===== src/rtl/systolic_matmul_seq_if.sv =====
// Operand load stream, result drain stream and status for systolic_matmul_seq.
// The master side (producer/consumer) drives the _i signals; the slave side (the array) drives the _o signals.
interface systolic_matmul_seq_if #(
  parameter int width_p     = 8,
  parameter int out_width_p = 32
);
  logic                   valid_i;
  logic [width_p-1:0]     data_i;
  logic                   ready_o;
  logic                   accum_i;
  logic                   flush_i;
  logic                   valid_o;
  logic [out_width_p-1:0] data_o;
  logic                   yumi_i;
  logic                   done_o;

  modport master (
    output valid_i, data_i, accum_i, flush_i, yumi_i,
    input  ready_o, valid_o, data_o, done_o
  );

  modport slave (
    input  valid_i, data_i, accum_i, flush_i, yumi_i,
    output ready_o, valid_o, data_o, done_o
  );
endinterface


===== src/rtl/systolic_matmul_seq.sv =====
// Output-stationary rows_p x cols_p systolic matmul: serial A/B load, T=K+M+N-2 compute cycles, done pulse one cycle later.
// Load is valid/ready (one word per cycle), drain is valid/yumi; en_i=0 freezes everything and masks ready_o/valid_o.
module systolic_matmul_seq #(
  parameter int width_p     = 8,
  parameter int out_width_p = 32,
  parameter int rows_p      = 2,
  parameter int cols_p      = 2,
  parameter int depth_p     = 2
) (
  input  logic                clk_i,
  input  logic                reset_i,
  input  logic                en_i,
  systolic_matmul_seq_if.slave io
);
  localparam int L   = rows_p*depth_p + depth_p*cols_p;
  localparam int MN  = rows_p*cols_p;
  localparam int T   = depth_p + rows_p + cols_p - 2;
  localparam int BO  = rows_p*depth_p;
  localparam int LW  = (L > 1) ? $clog2(L) : 1;
  localparam int PW  = (MN > 1) ? $clog2(MN) : 1;
  localparam int IW  = (LW > PW) ? LW : PW;
  localparam int CW  = (T > 1) ? $clog2(T) : 1;

  typedef enum logic [1:0] {IDLE, LOAD, COMPUTE, DRAIN} state_e;

  state_e                 state_q;
  logic [IW-1:0]          idx_q;
  logic [CW-1:0]          cnt_q;
  logic                   accum_q;
  logic                   done_q;
  logic [width_p-1:0]     buf_q [L];
  logic [width_p-1:0]     a_q   [rows_p][cols_p];
  logic [width_p-1:0]     b_q   [rows_p][cols_p];
  logic [out_width_p-1:0] acc_q [MN];

  logic [width_p-1:0]     a_edge_d [rows_p];
  logic [width_p-1:0]     b_edge_d [cols_p];
  logic [width_p-1:0]     a_in_d   [rows_p][cols_p];
  logic [width_p-1:0]     b_in_d   [rows_p][cols_p];
  logic [2*width_p-1:0]   prod_d   [rows_p][cols_p];

  // Row i sees A[i][cnt-i], column j sees B[cnt-j][j]; zero outside the skew window.
  always_comb begin
    for (int i = 0; i < rows_p; i++) begin
      a_edge_d[i] = '0;
      if (int'(cnt_q) >= i && int'(cnt_q) - i < depth_p)
        a_edge_d[i] = buf_q[LW'(i*depth_p + int'(cnt_q) - i)];
    end
    for (int j = 0; j < cols_p; j++) begin
      b_edge_d[j] = '0;
      if (int'(cnt_q) >= j && int'(cnt_q) - j < depth_p)
        b_edge_d[j] = buf_q[LW'(BO + (int'(cnt_q) - j)*cols_p + j)];
    end
    for (int i = 0; i < rows_p; i++) begin
      a_in_d[i][0] = a_edge_d[i];
      for (int j = 1; j < cols_p; j++)
        a_in_d[i][j] = a_q[i][j-1];
    end
    for (int j = 0; j < cols_p; j++) begin
      b_in_d[0][j] = b_edge_d[j];
      for (int i = 1; i < rows_p; i++)
        b_in_d[i][j] = b_q[i-1][j];
    end
    for (int i = 0; i < rows_p; i++)
      for (int j = 0; j < cols_p; j++)
        prod_d[i][j] = a_in_d[i][j] * b_in_d[i][j];
  end

  always_ff @(posedge clk_i or negedge reset_i) begin
    if (!reset_i) begin
      state_q <= IDLE;
      idx_q   <= '0;
      cnt_q   <= '0;
      accum_q <= 1'b0;
      done_q  <= 1'b0;
      for (int n = 0; n < L; n++) buf_q[n] <= '0;
      for (int n = 0; n < MN; n++) acc_q[n] <= '0;
      for (int i = 0; i < rows_p; i++)
        for (int j = 0; j < cols_p; j++) begin
          a_q[i][j] <= '0;
          b_q[i][j] <= '0;
        end
    end else if (en_i) begin
      done_q <= 1'b0;
      case (state_q)
        IDLE: begin
          // A word arriving with flush_i wins; the flush is dropped.
          if (io.valid_i) begin
            buf_q[0] <= io.data_i;
            accum_q  <= io.accum_i;
            idx_q    <= IW'(1);
            state_q  <= LOAD;
          end else if (io.flush_i) begin
            idx_q   <= '0;
            state_q <= DRAIN;
          end
        end
        LOAD: begin
          if (io.valid_i) begin
            buf_q[LW'(idx_q)] <= io.data_i;
            if (idx_q == IW'(L-1)) begin
              idx_q   <= '0;
              cnt_q   <= '0;
              state_q <= COMPUTE;
              for (int i = 0; i < rows_p; i++)
                for (int j = 0; j < cols_p; j++) begin
                  a_q[i][j] <= '0;
                  b_q[i][j] <= '0;
                end
              if (!accum_q)
                for (int n = 0; n < MN; n++) acc_q[n] <= '0;
            end else begin
              idx_q <= idx_q + IW'(1);
            end
          end
        end
        COMPUTE: begin
          for (int i = 0; i < rows_p; i++)
            for (int j = 0; j < cols_p; j++) begin
              a_q[i][j] <= a_in_d[i][j];
              b_q[i][j] <= b_in_d[i][j];
              acc_q[i*cols_p + j] <= acc_q[i*cols_p + j] + out_width_p'(prod_d[i][j]);
            end
          if (cnt_q == CW'(T-1)) begin
            state_q <= IDLE;
            done_q  <= 1'b1;
          end else begin
            cnt_q <= cnt_q + CW'(1);
          end
        end
        DRAIN: begin
          if (io.yumi_i) begin
            if (idx_q == IW'(MN-1)) begin
              idx_q   <= '0;
              state_q <= IDLE;
            end else begin
              idx_q <= idx_q + IW'(1);
            end
          end
        end
        default: state_q <= IDLE;
      endcase
    end
  end

  assign io.ready_o = en_i && (state_q == IDLE || state_q == LOAD);
  assign io.valid_o = en_i && (state_q == DRAIN);
  assign io.data_o  = io.valid_o ? acc_q[PW'(idx_q)] : '0;
  assign io.done_o  = done_q;
endmodule


===== src/flat_wrapper.sv =====
// flat-port wrapper written by rule: the top's interface ports become plain ports
module systolic_matmul_seq_flat 
#(
  parameter int width_p     = 8,
  parameter int out_width_p = 32,
  parameter int rows_p      = 2,
  parameter int cols_p      = 2,
  parameter int depth_p     = 2
)
  (clk_i, reset_i, en_i, io_valid_i, io_data_i, io_accum_i, io_flush_i, io_yumi_i, io_ready_o, io_valid_o, io_data_o, io_done_o);
  systolic_matmul_seq_if #(.width_p(width_p), .out_width_p(out_width_p)) io_i ();
  input  logic clk_i;
  input  logic reset_i;
  input  logic en_i;
  input wire logic [$bits(io_i.valid_i)-1:0] io_valid_i;
  input wire logic [$bits(io_i.data_i)-1:0] io_data_i;
  input wire logic [$bits(io_i.accum_i)-1:0] io_accum_i;
  input wire logic [$bits(io_i.flush_i)-1:0] io_flush_i;
  input wire logic [$bits(io_i.yumi_i)-1:0] io_yumi_i;
  output wire logic [$bits(io_i.ready_o)-1:0] io_ready_o;
  output wire logic [$bits(io_i.valid_o)-1:0] io_valid_o;
  output wire logic [$bits(io_i.data_o)-1:0] io_data_o;
  output wire logic [$bits(io_i.done_o)-1:0] io_done_o;
  assign io_i.valid_i = io_valid_i;
  assign io_i.data_i = io_data_i;
  assign io_i.accum_i = io_accum_i;
  assign io_i.flush_i = io_flush_i;
  assign io_i.yumi_i = io_yumi_i;
  assign io_ready_o = io_i.ready_o;
  assign io_valid_o = io_i.valid_o;
  assign io_data_o = io_i.data_o;
  assign io_done_o = io_i.done_o;
  systolic_matmul_seq #(.width_p(width_p), .out_width_p(out_width_p), .rows_p(rows_p), .cols_p(cols_p), .depth_p(depth_p)) u_core (.clk_i(clk_i), .reset_i(reset_i), .en_i(en_i), .io(io_i));
endmodule

===== config.mk =====
export PLATFORM = sky130hd
export DESIGN_NAME = systolic_matmul_seq_flat
export DESIGN_NICKNAME = d
export VERILOG_FILES = /design/src/rtl/systolic_matmul_seq_if.sv /design/src/rtl/systolic_matmul_seq.sv /design/src/flat_wrapper.sv
export SDC_FILE = /design/constraint.sdc
export NUM_CORES = 1
export LEC_CHECK = 0
export BUFFER_PORTS_ARGS = -buffer_cell sky130_fd_sc_hd__buf_2
export CORE_UTILIZATION = 60
export DETAILED_ROUTE_END_ITERATION = 8
export GPL_TIMING_DRIVEN = 1
export HOLD_SLACK_MARGIN = 0.08
export PLACE_DENSITY = 0.77
export REMOVE_ABC_BUFFERS = 1
export SLEW_MARGIN = 20
export SYNTH_ARGS = -nofsm -noshare
export SYNTH_HDL_FRONTEND = slang
export SYNTH_SLANG_ARGS = --single-unit

===== constraint.sdc =====
create_clock -name clk_i -period 8.15 [get_ports clk_i]
set_clock_uncertainty 0.15 [all_clocks]
set_input_delay 0.815 -clock clk_i [delete_from_list [all_inputs] [get_ports clk_i]]
set_output_delay 0.815 -clock clk_i [all_outputs]
set_load 0.005 [all_outputs]

After elaboration in Yosys (flattened, before gate mapping)
Cells that the tools add are included.

storage, ports and cells
  flip-flop bits (word level) = 233
  bits in latches = 0
  memory bits (writable) = 0
  bits in read-only memories = 0
  input port bits = 15
  output and inout port bits = 35
  word-level logic and storage cells = 140
  memories = 0

operators by class
  add/sub/neg operators = 12
  multiply operators = 4
  divide/modulo/power cells = 0
  order comparisons = 10
  equal/unequal tests = 15
  shifts and indexed selects = 0
  muxes and demuxes = 55
  bitwise logic cells = 6
  reductions and logical operators = 17

operator list
  cell                 number
  $mux 128             3
  $pmux 128 s2         1
  $mux 32              5
  $add 32x16->32       4
  $pmux 32 s2          2
  $mux 8               14
  $bmux 8 s3           4
  $bmux 32 s2          1
  $bwmux 64            1
  $mul 8x8->16         4
  $mux 64              1
  $demux 8 s3          1
  $mux 2               10
  $mux 3               6
  $ge 3x4->1 const B   4
  $pmux 8 s2           1
  $reduce_and 5->1     3
  $ne 2x2->1 const B   5
  $not 3->3            3
  $pmux 3 s3           1
  $pmux 2 s4           1
  $reduce_and 4->1     2
  $reduce_and 7->1     1
  $add 3x3->3 const A  2
  28 further kinds     39

Longest topological paths before layout
Gate-level depths: netlist (run 1).

  word-level depth = 11
  depth in mapped cells = 22
  mapped depth without buffers = 19

Least setup slack after synthesis (run 1)
No wires, ideal clock.

  path kind = register to register
  start point = reg u_core.cnt_q[0]
  end point = reg u_core.acc_q[88] (netlist bit)
  setup time = 0.078 ns
  arrival = 5.406 ns
  data required time = 7.922 ns
  slack = 2.516 ns
  stages on the path, launching flop included = 21
  buffers on the path = 3
  clock period less this slack = 5.634 ns
  cells stage by stage = dfrtp_1 buf_2 buf_2 buf_4 mux2i_1 nor2b_1 nand2_1 fa_1 inv_1 fa_1 fa_1 inv_1 fa_1 inv_1 ha_1 nand4_1 nor4_2 nor3_2 o21a_2 or4_1 a21oi_1

on the way
  word-level cells in the longest chain between the ends = 11
  elaborated cells on any way between the ends = 14
  classes of those cells = add/sub: 4; mul: 1; order compare: 2; mux: 5; bitwise: 1; reduce/logical: 1

RTL lines
  element                                     line                        source
  start: declaration                          systolic_matmul_seq.sv:28   logic [CW-1:0] cnt_q;
  start signal: assignment                    systolic_matmul_seq.sv:128  cnt_q <= cnt_q + CW'(1);
  $sub 2x1->3                                 systolic_matmul_seq.sv:51   if (int'(cnt_q) >= j && int'(cnt_q) - j < depth_p)
  $add 3x3->3                                 systolic_matmul_seq.sv:52   b_edge_d[j] = buf_q[LW'(BO + (int'(cnt_q) - j)*cols_p + j)];
  $add 3x2->3                                 systolic_matmul_seq.sv:52
  $not 3->3 (not written as such)             systolic_matmul_seq.sv:52
  $bmux 8 s3                                  systolic_matmul_seq.sv:52
  $mux 8 (not written as such) (2 in series)  systolic_matmul_seq.sv:52
  $mux 8 *                                    systolic_matmul_seq.sv:51
  $mul 8x8->16 *                              systolic_matmul_seq.sv:66   prod_d[i][j] = a_in_d[i][j] * b_in_d[i][j];
  $add 32x16->32 *                            systolic_matmul_seq.sv:122  acc_q[i*cols_p + j] <= acc_q[i*cols_p + j] + out_width_p'(prod_d[i][j]);
  $pmux 128 s2 *                              systolic_matmul_seq.sv:85   case (state_q)
  end signal: indexed assignment              systolic_matmul_seq.sv:122
  end: declaration                            systolic_matmul_seq.sv:34   logic [out_width_p-1:0] acc_q [MN];

Every way passes the cells marked *; elsewhere a longest branch is shown, timed or not. The select of a mux whose other input is x is not followed.
A chain may end at the register's enable or synchronous reset.

Final worst setup path (run 1)
  start point = reg u_core.cnt_q[1]
  end point = reg u_core.acc_q[89] (netlist bit)

Same word-level chain as after synthesis.

==> out/metrics.csv, run 1 <==
stage,metric,value,unit
place,Final HPWL DP,44900,microns
logic_synthesis,Yosys warning count,0,
logic_synthesis,Synth Area per Inst,9.42,sq um
route,DRT iter0 DRCs,1476,
cts,clk sinks,233,
logic_synthesis,"Async S/R FF share, synth",100,%
grt,GRT overflow,0,
run_status,status,finished clean,
setup_path,CP Max Fanout,47,
die,Die Y-Extent,195,microns
power_and_ir_drop,Comb power frac,59.5,%
die,Starting Density,61.2,%
finish,n_diodes,0,
grt,initial antenna violation count,1,
setup_path,Worst path most repeated cell,fa_1,
route,post-route ant nets,0,
power_and_ir_drop,Reg power frac,22.5,%
die,Die ar.,0.0382,sq mm
place,Area after DPL,0.0230,sq mm
job,MaxCap Viol Count,0,
power_and_ir_drop,Pwr Total,7440,uW
setup_path,CP Data Arrival Time,7140,ps
logic_synthesis,Synth Area in XOR/XNOR,1.44,%
setup_path,r2r startpoint,u_core.cnt_q[1]$_DFFE_PN0P_,
logic_synthesis,post-synthesis cell area,0.0225,sq mm
die,I/O pins,50,
setup_path,largest stage delay on the critical path,870,ps
die,row count,70,
grt,pin count of the biggest net entering global routing,151,
logic_synthesis,Yosys reg bits,233,
setup_path,Crit. End Element,flop,
grt,gr usage total,33.3,%
cts,root buffer cell,clkbuf_16,
finish,share of cells above drive strength 1,10.9,%
logic_synthesis,largest family of logic cells by synthesized area,adder cells,
power_and_ir_drop,switching power,3450,uW
logic_synthesis,Mapped Cells,2383,
cts,clk buf depth,3,
power_and_ir_drop,clock group share of total power,18.0,%
finish,Nets,2758,
cts,later-pin clock latency in the skew report,580,ps
finish,fin cells,2864,
logic_synthesis,adder and majority gate portion of the synthesized area,27.2,%
setup_path,Worst Reg-to-Reg Cells,18,
cts,Resize count post-CTS,0,
setup_path,slowest cell on the critical path,nor2b_1,
route,vias post-DR,17828,
setup_path,Worst Path Required,8480,ps
timing,Slew Limit Headroom,25.7,%
logic_synthesis,Simple-Gate Fraction of Synth Area,15.8,%
setup_path,capture point of the worst path,u_core.acc_q[89]$_DFFE_PN0P_,
power_and_ir_drop,Max VDD drop,0.000428,V
setup_path,Reg2Reg Setup Slack,1340,ps
timing,count of pins over their slew limit,0,
logic_synthesis,"EDFF count, synth",0,
timing,Tightest Pin Transition,1100,ps
cts,CTS tree,built,
place,Placer Congestion,0.948,
place,dpl cells,2812,
cts,CTS H-tree depth,1,
power_and_ir_drop,Internal,4000,uW
power_and_ir_drop,Pleak,0.0118,uW
route,Routed WL,60500,microns
timing,Final Hold Vio Count,0,
logic_synthesis,register area share after synthesis,26.0,%
grt,first-pass GRT wire length,99300,microns
finish,area grow syn2layout,7.05,%
setup_path,crit-path cells,"ha_1, buf_4, nor2b_1, nand2_1, fa_1, fa_1, inv_1, fa_1, inv_1, fa_1, inv_1, ha_1, a2111oi_0, o21a_1, o21ai_1, a31oi_2, o21ai_0, a21oi_1",
setup_path,crit path launch type,flop,
timing,Final min period,6810,ps
cts,Worst-path clk slew,70,ps
logic_synthesis,Post-synth top flop,dfrtp_1,
timing,setup TNS,0,ps
die,horizontal die dimension,195,microns
logic_synthesis,post-synthesis mux area share,9.81,%
timing,fin crit share,83.6,%
die,core area,0.0367,sq mm
power_and_ir_drop,pwr/cell area,310,mW/mm^2
place,IO buf count,49,
setup_path,Setup CP Type,flop to flop,
cts,postcts setup bufs,0,
cts,CTS Hold Bufs,0,
timing,RSZ-0062 raised after global routing,false,
finish,post-route cell area,0.0240,sq mm
route,Pre-antenna DRT Iters,6,
logic_synthesis,"Distinct cells, synth",81,
min_path,Hold Crit Class,primary input to async pin,
route,drt drc,0,
route,DR vias/cell,6.22,
setup_path,beginning of the critical path,u_core.cnt_q[1]$_DFFE_PN0P_,
route,DR WL/cell,21.1,microns
cts,Num CTS Buffers,28,
power_and_ir_drop,Switching Fraction,46.3,%
setup_path,Critical R2R Capture,u_core.acc_q[89]$_DFFE_PN0P_,
timing,Setup Viol. Count Final,0,
timing,highest clock rate,147,MHz
grt,number of global-route vias before repair,18496,
logic_synthesis,Synth Area in Compound Gates,11.4,%
## state kept, by name, summed over array words and instances, names as in the netlist
register          cells
u_core.a_in_d        16
u_core.acc_q        128
u_core.accum_q        1
u_core.b_in_d        16
u_core.buf_q         64
u_core.cnt_q          2
u_core.idx_q          3
u_core.io.done_o      1
u_core.state_q        2
## cell families after synthesis
group / Yosys count
buffers and inverters: 496
muxes: 161
AOI/OAI and AO/OA: 392
adders and majority gates: 369
DFF: 233
xor gates and xnor gates: 37
and+or+nand+nor: 695
## stage by stage
step	setup WS, ps	hold slack [ps]	util [%]
2_1_floorplan	1450	309	-
3_3_place_gp	1580	334	62.8
3_5_place_dp	1440	339	62.8
4_1_cts	1400	124	65.5
5_1_grt	963	156	65.5
6_report	1340	85.2	65.5
## metal layers
layer | routed length, microns | track usage (%) | part of all wire (%) | up-vias
li1 | - | - | - | 7934
met1 | 24400 | 44.5 | 40 | 9035
met2 | 29200 | 55.6 | 48 | 730
met3 | 4850 | 4.58 | 8.0 | 129
met4 | 2020 | 12.2 | 3.3 | 0
met5 | 0 | 0 | 0 | -
## power by group through the flow
stage | Clock [uW] | Combinational (uW) | Sequential (uW)
6_report | 1340 | 4430 | 1680
5_1_grt | 1400 | 5010 | 1700
4_1_cts | 1350 | 4390 | 1670
3_5_place_dp | 0 | 4350 | 1680
3_3_place_gp | 0 | 4190 | 1670
2_1_floorplan | 0 | 3250 | 1640
## cell usage after synthesis (4+ instances only)
cell | count | area share (%)
inv_1 | 388 | 6.5
nand2_1 | 263 | 4.4
dfrtp_1 | 233 | 26
fa_1 | 200 | 18
ha_1 | 169 | 9.4
a21oi_1 | 93 | 2.1
clkbuf_1 | 81 | 1.4
and2_1 | 78 | 2.2
o21ai_0 | 77 | 1.7
nor2_1 | 75 | 1.3
mux2_2 | 72 | 3.6
and3_1 | 52 | 1.4
nand3_1 | 51 | 1.1
mux2i_1 | 49 | 2.2
nor2b_1 | 48 | 1.3
o31ai_1 | 44 | 1.5
mux4_2 | 40 | 4.0
nand2b_1 | 33 | 0.92
a21o_1 | 24 | 0.80
a22o_1 | 20 | 0.78
xor2_1 | 19 | 0.74
xnor2_1 | 18 | 0.70
a211oi_1 | 17 | 0.57
o21a_1 | 17 | 0.57
o21ai_1 | 16 | 0.36
or3_1 | 14 | 0.39
buf_1 | 13 | 0.22
o211ai_1 | 13 | 0.43
o22ai_1 | 13 | 0.36
or4_1 | 12 | 0.40
nand4_1 | 11 | 0.31
buf_2 | 10 | 0.22
a31oi_1 | 9 | 0.25
and4_1 | 9 | 0.35
nor3_1 | 8 | 0.18
nor3b_1 | 7 | 0.23
or2_2 | 7 | 0.20
o21bai_1 | 6 | 0.20
a211o_1 | 5 | 0.20
a2111o_1 | 4 | 0.20
o31a_1 | 4 | 0.16
## worst min path at each step
stage,endpoint,cells past startpoint
2_1_floorplan,u_core.acc_q[116]$_DFFE_PN0P_,1
3_3_place_gp,u_core.accum_q$_DFFE_PN0P_,1
3_5_place_dp,u_core.accum_q$_DFFE_PN0P_,1
4_1_cts,u_core.buf_q[50]$_DFFE_PN0P_,1
5_1_grt,u_core.buf_q[50]$_DFFE_PN0P_,1
6_report,u_core.buf_q[50]$_DFFE_PN0P_,1
## final cells by class
class	instances	area [sq um]
Clock inverter	12	146
Timing Repair Buffer	68	410
Multi-Input combinational cell	1654	14800
Clock buffer	40	837
Sequential cell	233	5830
Tap cell	468	586
Inverter	389	1460
Fill cell	2950	12700
## layout by cell type, fill, tap and decap left out, types with 29 or more instances in the layout
cell type / Yosys / routed
and3_1: 52 / 52
buf_2: 10 / 48
nand3_1: 51 / 51
clkbuf_16: 0 / 29
nor2_1: 75 / 75
nand2b_1: 33 / 33
o31ai_1: 44 / 44
dfrtp_1: 233 / 230
nor2b_1: 48 / 48
nand2_1: 263 / 261
a21oi_1: 93 / 93
mux4_2: 40 / 40
and2_1: 78 / 77
mux2i_1: 49 / 49
ha_1: 169 / 169
o21ai_0: 77 / 77
inv_1: 388 / 388
fa_1: 200 / 200
mux2_2: 72 / 72
## worst max-delay path, delay by kind of cell, from the launching register on
kind | cells | cell delay (ps)
AOI/OAI and AO/OA | 6 | 1710
and+or+nand+nor | 2 | 1030
adders and majority gates | 6 | 2740
DFF | 1 | 620
buffers and inverters | 4 | 480
No activity file was read; power rests on OpenSTA's default activity.
==> run 2: changes to the inputs <==
Clock period 8.15 ns to 6.95 ns, I/O delays scaled along.
==> run 2 against run 1 <==
  * Global-route usage shrank 0.38 points
  * Cell area grew 0.37%
  * Sequential power grew 17%
  * Total power grew 18%
  * Cell count grew 0.42%
  * Register-to-register slack lost 950 ps
  * Wire length shrank 0.90%
==> out/metrics.csv, run 2 (synthesized netlist as in run 1, its figures left out) <==
stage,metric,value,unit,change
setup_path,Setup CP Type,flop to flop,,
finish,area grow syn2layout,7.46,%,
setup_path,Crit. End Element,flop,,
cts,Num CTS Buffers,29,,+3.6%
place,pre-CTS setup slack,541,ps,-899 ps
timing,count of pins over their slew limit,0,,unchanged
finish,largest registers,"u_core.acc_q (128), u_core.buf_q (64)",,
route,post-route ant nets,0,,unchanged
timing,Final Hold Vio Count,0,,unchanged
grt,pin count of the biggest net entering global routing,129,,-15%
die,horizontal die dimension,195,microns,unchanged
route,DRT iter0 DRCs,1290,,-13%
setup_path,Worst Path Required,7300,ps,-1180 ps
place,Placer Congestion,0.924,,-2.5%
route,Routed WL,59900,microns,-0.90%
die,I/O pins,50,,unchanged
cts,later-pin clock latency in the skew report,570,ps,about the same
finish,most frequent cells in the layout,"inv_1, nand2_1, dfrtp_1",,
cts,CTS H-tree depth,1,,unchanged
min_path,Hold Crit Class,primary input to flop,,
grt,first-pass GRT wire length,98100,microns,-1.2%
cts,Resize count post-CTS,0,,unchanged
timing,Final min period,6560,ps,-255 ps
timing,setup TNS,0,ps,unchanged
route,Pre-antenna DRT Iters,5,,-1
cts,clk buf depth,3,,unchanged
route,drt drc,0,,unchanged
setup_path,CP Data Arrival Time,6910,ps,-230 ps
die,Die ar.,0.0382,sq mm,unchanged
power_and_ir_drop,Pleak,0.0119,uW,+0.61%
grt,initial antenna violation count,2,,+1
timing,Tightest Pin Transition,1070,ps,-34.4 ps
route,vias post-DR,17653,,-0.98%
grt,GRT overflow,0,,unchanged
setup_path,Reg2Reg Setup Slack,390,ps,-950 ps
place,IO buf count,49,,unchanged
power_and_ir_drop,pwr/cell area,365,mW/mm^2,+18%
power_and_ir_drop,Max VDD drop,0.000656,V,+53%
finish,share of cells above drive strength 1,11.2,%,+0.28 points
finish,n_diodes,0,,unchanged
timing,highest clock rate,152,MHz,+3.9%
cts,root buffer cell,clkbuf_16,,
timing,Slew Limit Headroom,28.8,%,+3.1 points
finish,max reg flops,128,,unchanged
finish,register with the most flip-flops,u_core.acc_q,,
route,DR vias/cell,6.14,,-1.4%
timing,final worst slack,392,ps,-945 ps
grt,number of global-route vias before repair,18238,,-1.4%
cts,clk sinks,233,,unchanged
finish,"commonest non-fill, non-tap cell in the layout",inv_1,,
timing,RSZ-0062 raised after global routing,false,,
place,Final HPWL DP,45000,microns,+0.11%
grt,gr usage total,33.0,%,-0.38 points
setup_path,crit path launch type,flop,,
job,MaxCap Viol Count,0,,unchanged
cts,Worst-path clk slew,60,ps,about the same
timing,Setup Viol. Count Final,0,,unchanged
setup_path,CP Max Fanout,16,,-66%
route,DR WL/cell,20.8,microns,-1.3%
die,Die Y-Extent,195,microns,unchanged
timing,fin crit share,94.4,%,+11 points
die,Starting Density,61.2,%,unchanged
cts,CTS tree,built,,
finish,Nets,2771,,+0.47%
place,Area after DPL,0.0231,sq mm,+0.36%
die,row count,70,,unchanged
run_status,status,finished clean,,
die,core area,0.0367,sq mm,unchanged
finish,post-route cell area,0.0241,sq mm,+0.37%
-- run 2: critical path, cell delays in order (launching register included) --
cell and delay [ps]:
dfrtp_2 550, ha_1 470, nor2b_1 710, nand2_1 180, fa_1 530, fa_1 560, inv_1 60, fa_1 470
inv_1 50, fa_1 470, inv_1 40, ha_1 330, a2111oi_0 510, o21a_1 250, o21ai_1 230, a31oi_2 510
a21oi_1 160, o21ba_2 250
-- run 2: final timing paths --
check / to / cells after the start / start
setup / recovery: u_core.acc_q[87]$_DFFE_PN0P_ / 17 / u_core.cnt_q[0]$_DFFE_PN0P_
hold / removal: u_core.accum_q$_DFFE_PN0P_ / 2 / io_accum_i
setup reg to reg: u_core.acc_q[87]$_DFFE_PN0P_ / 17 / u_core.cnt_q[0]$_DFFE_PN0P_
hold reg to reg: u_core.buf_q[46]$_DFFE_PN0P_ / 1 / u_core.buf_q[46]$_DFFE_PN0P_
max in group asynchronous: u_core.acc_q[49]$_DFFE_PN0P_ / 3 / reset_i
min in group asynchronous: u_core.acc_q[98]$_DFFE_PN0P_ / 2 / reset_i
-- run 2: power breakdown --
part	total, uW	leakage, uW	switching [uW]	internal [uW]
combinational	5260	0.00835	3150	2110
sequential	1960	0.00305	310	1650
clock	1570	0.000485	617	958
-- run 2: through the flow --
step           power (uW)  hold slack (ps)  utilization (%)  cells
3_5_place_dp         7180              345             63.0   2823
2_1_floorplan        5730              249                -   2276
6_report             8800              218             65.8   2876
5_1_grt              9530              221             65.8   2876
3_3_place_gp         7000              336             63.0   2823
4_1_cts              8790              199             65.7   2876
-- run 2: cell type report --
class | count | area (sq um)
clock inverters | 8 | 119
inverters | 389 | 1460
well taps | 468 | 586
flip-flops and latches | 233 | 5830
multi-input cells | 1654 | 14800
repair buffers | 80 | 503
clock buffers | 44 | 862
fillers | 2943 | 12600
-- run 2: layer usage --
metal | track usage (%) | wire [microns] | up-vias | part of all wire [%]
li1 | - | - | 7949 | -
met1 | 43.7 | 24600 | 8943 | 41
met2 | 55.6 | 29000 | 659 | 48
met3 | 5.68 | 4740 | 102 | 7.9
met4 | 9.45 | 1560 | 0 | 2.6
met5 | 0 | 0 | - | 0
-- run 2: what timing repair did --
item / CTS / global route
hold endpoints to repair: 11 / 0
setup endpoints to repair: 0 / 0
hold buffers: 1 / 0
buffers inserted: 0 / 0
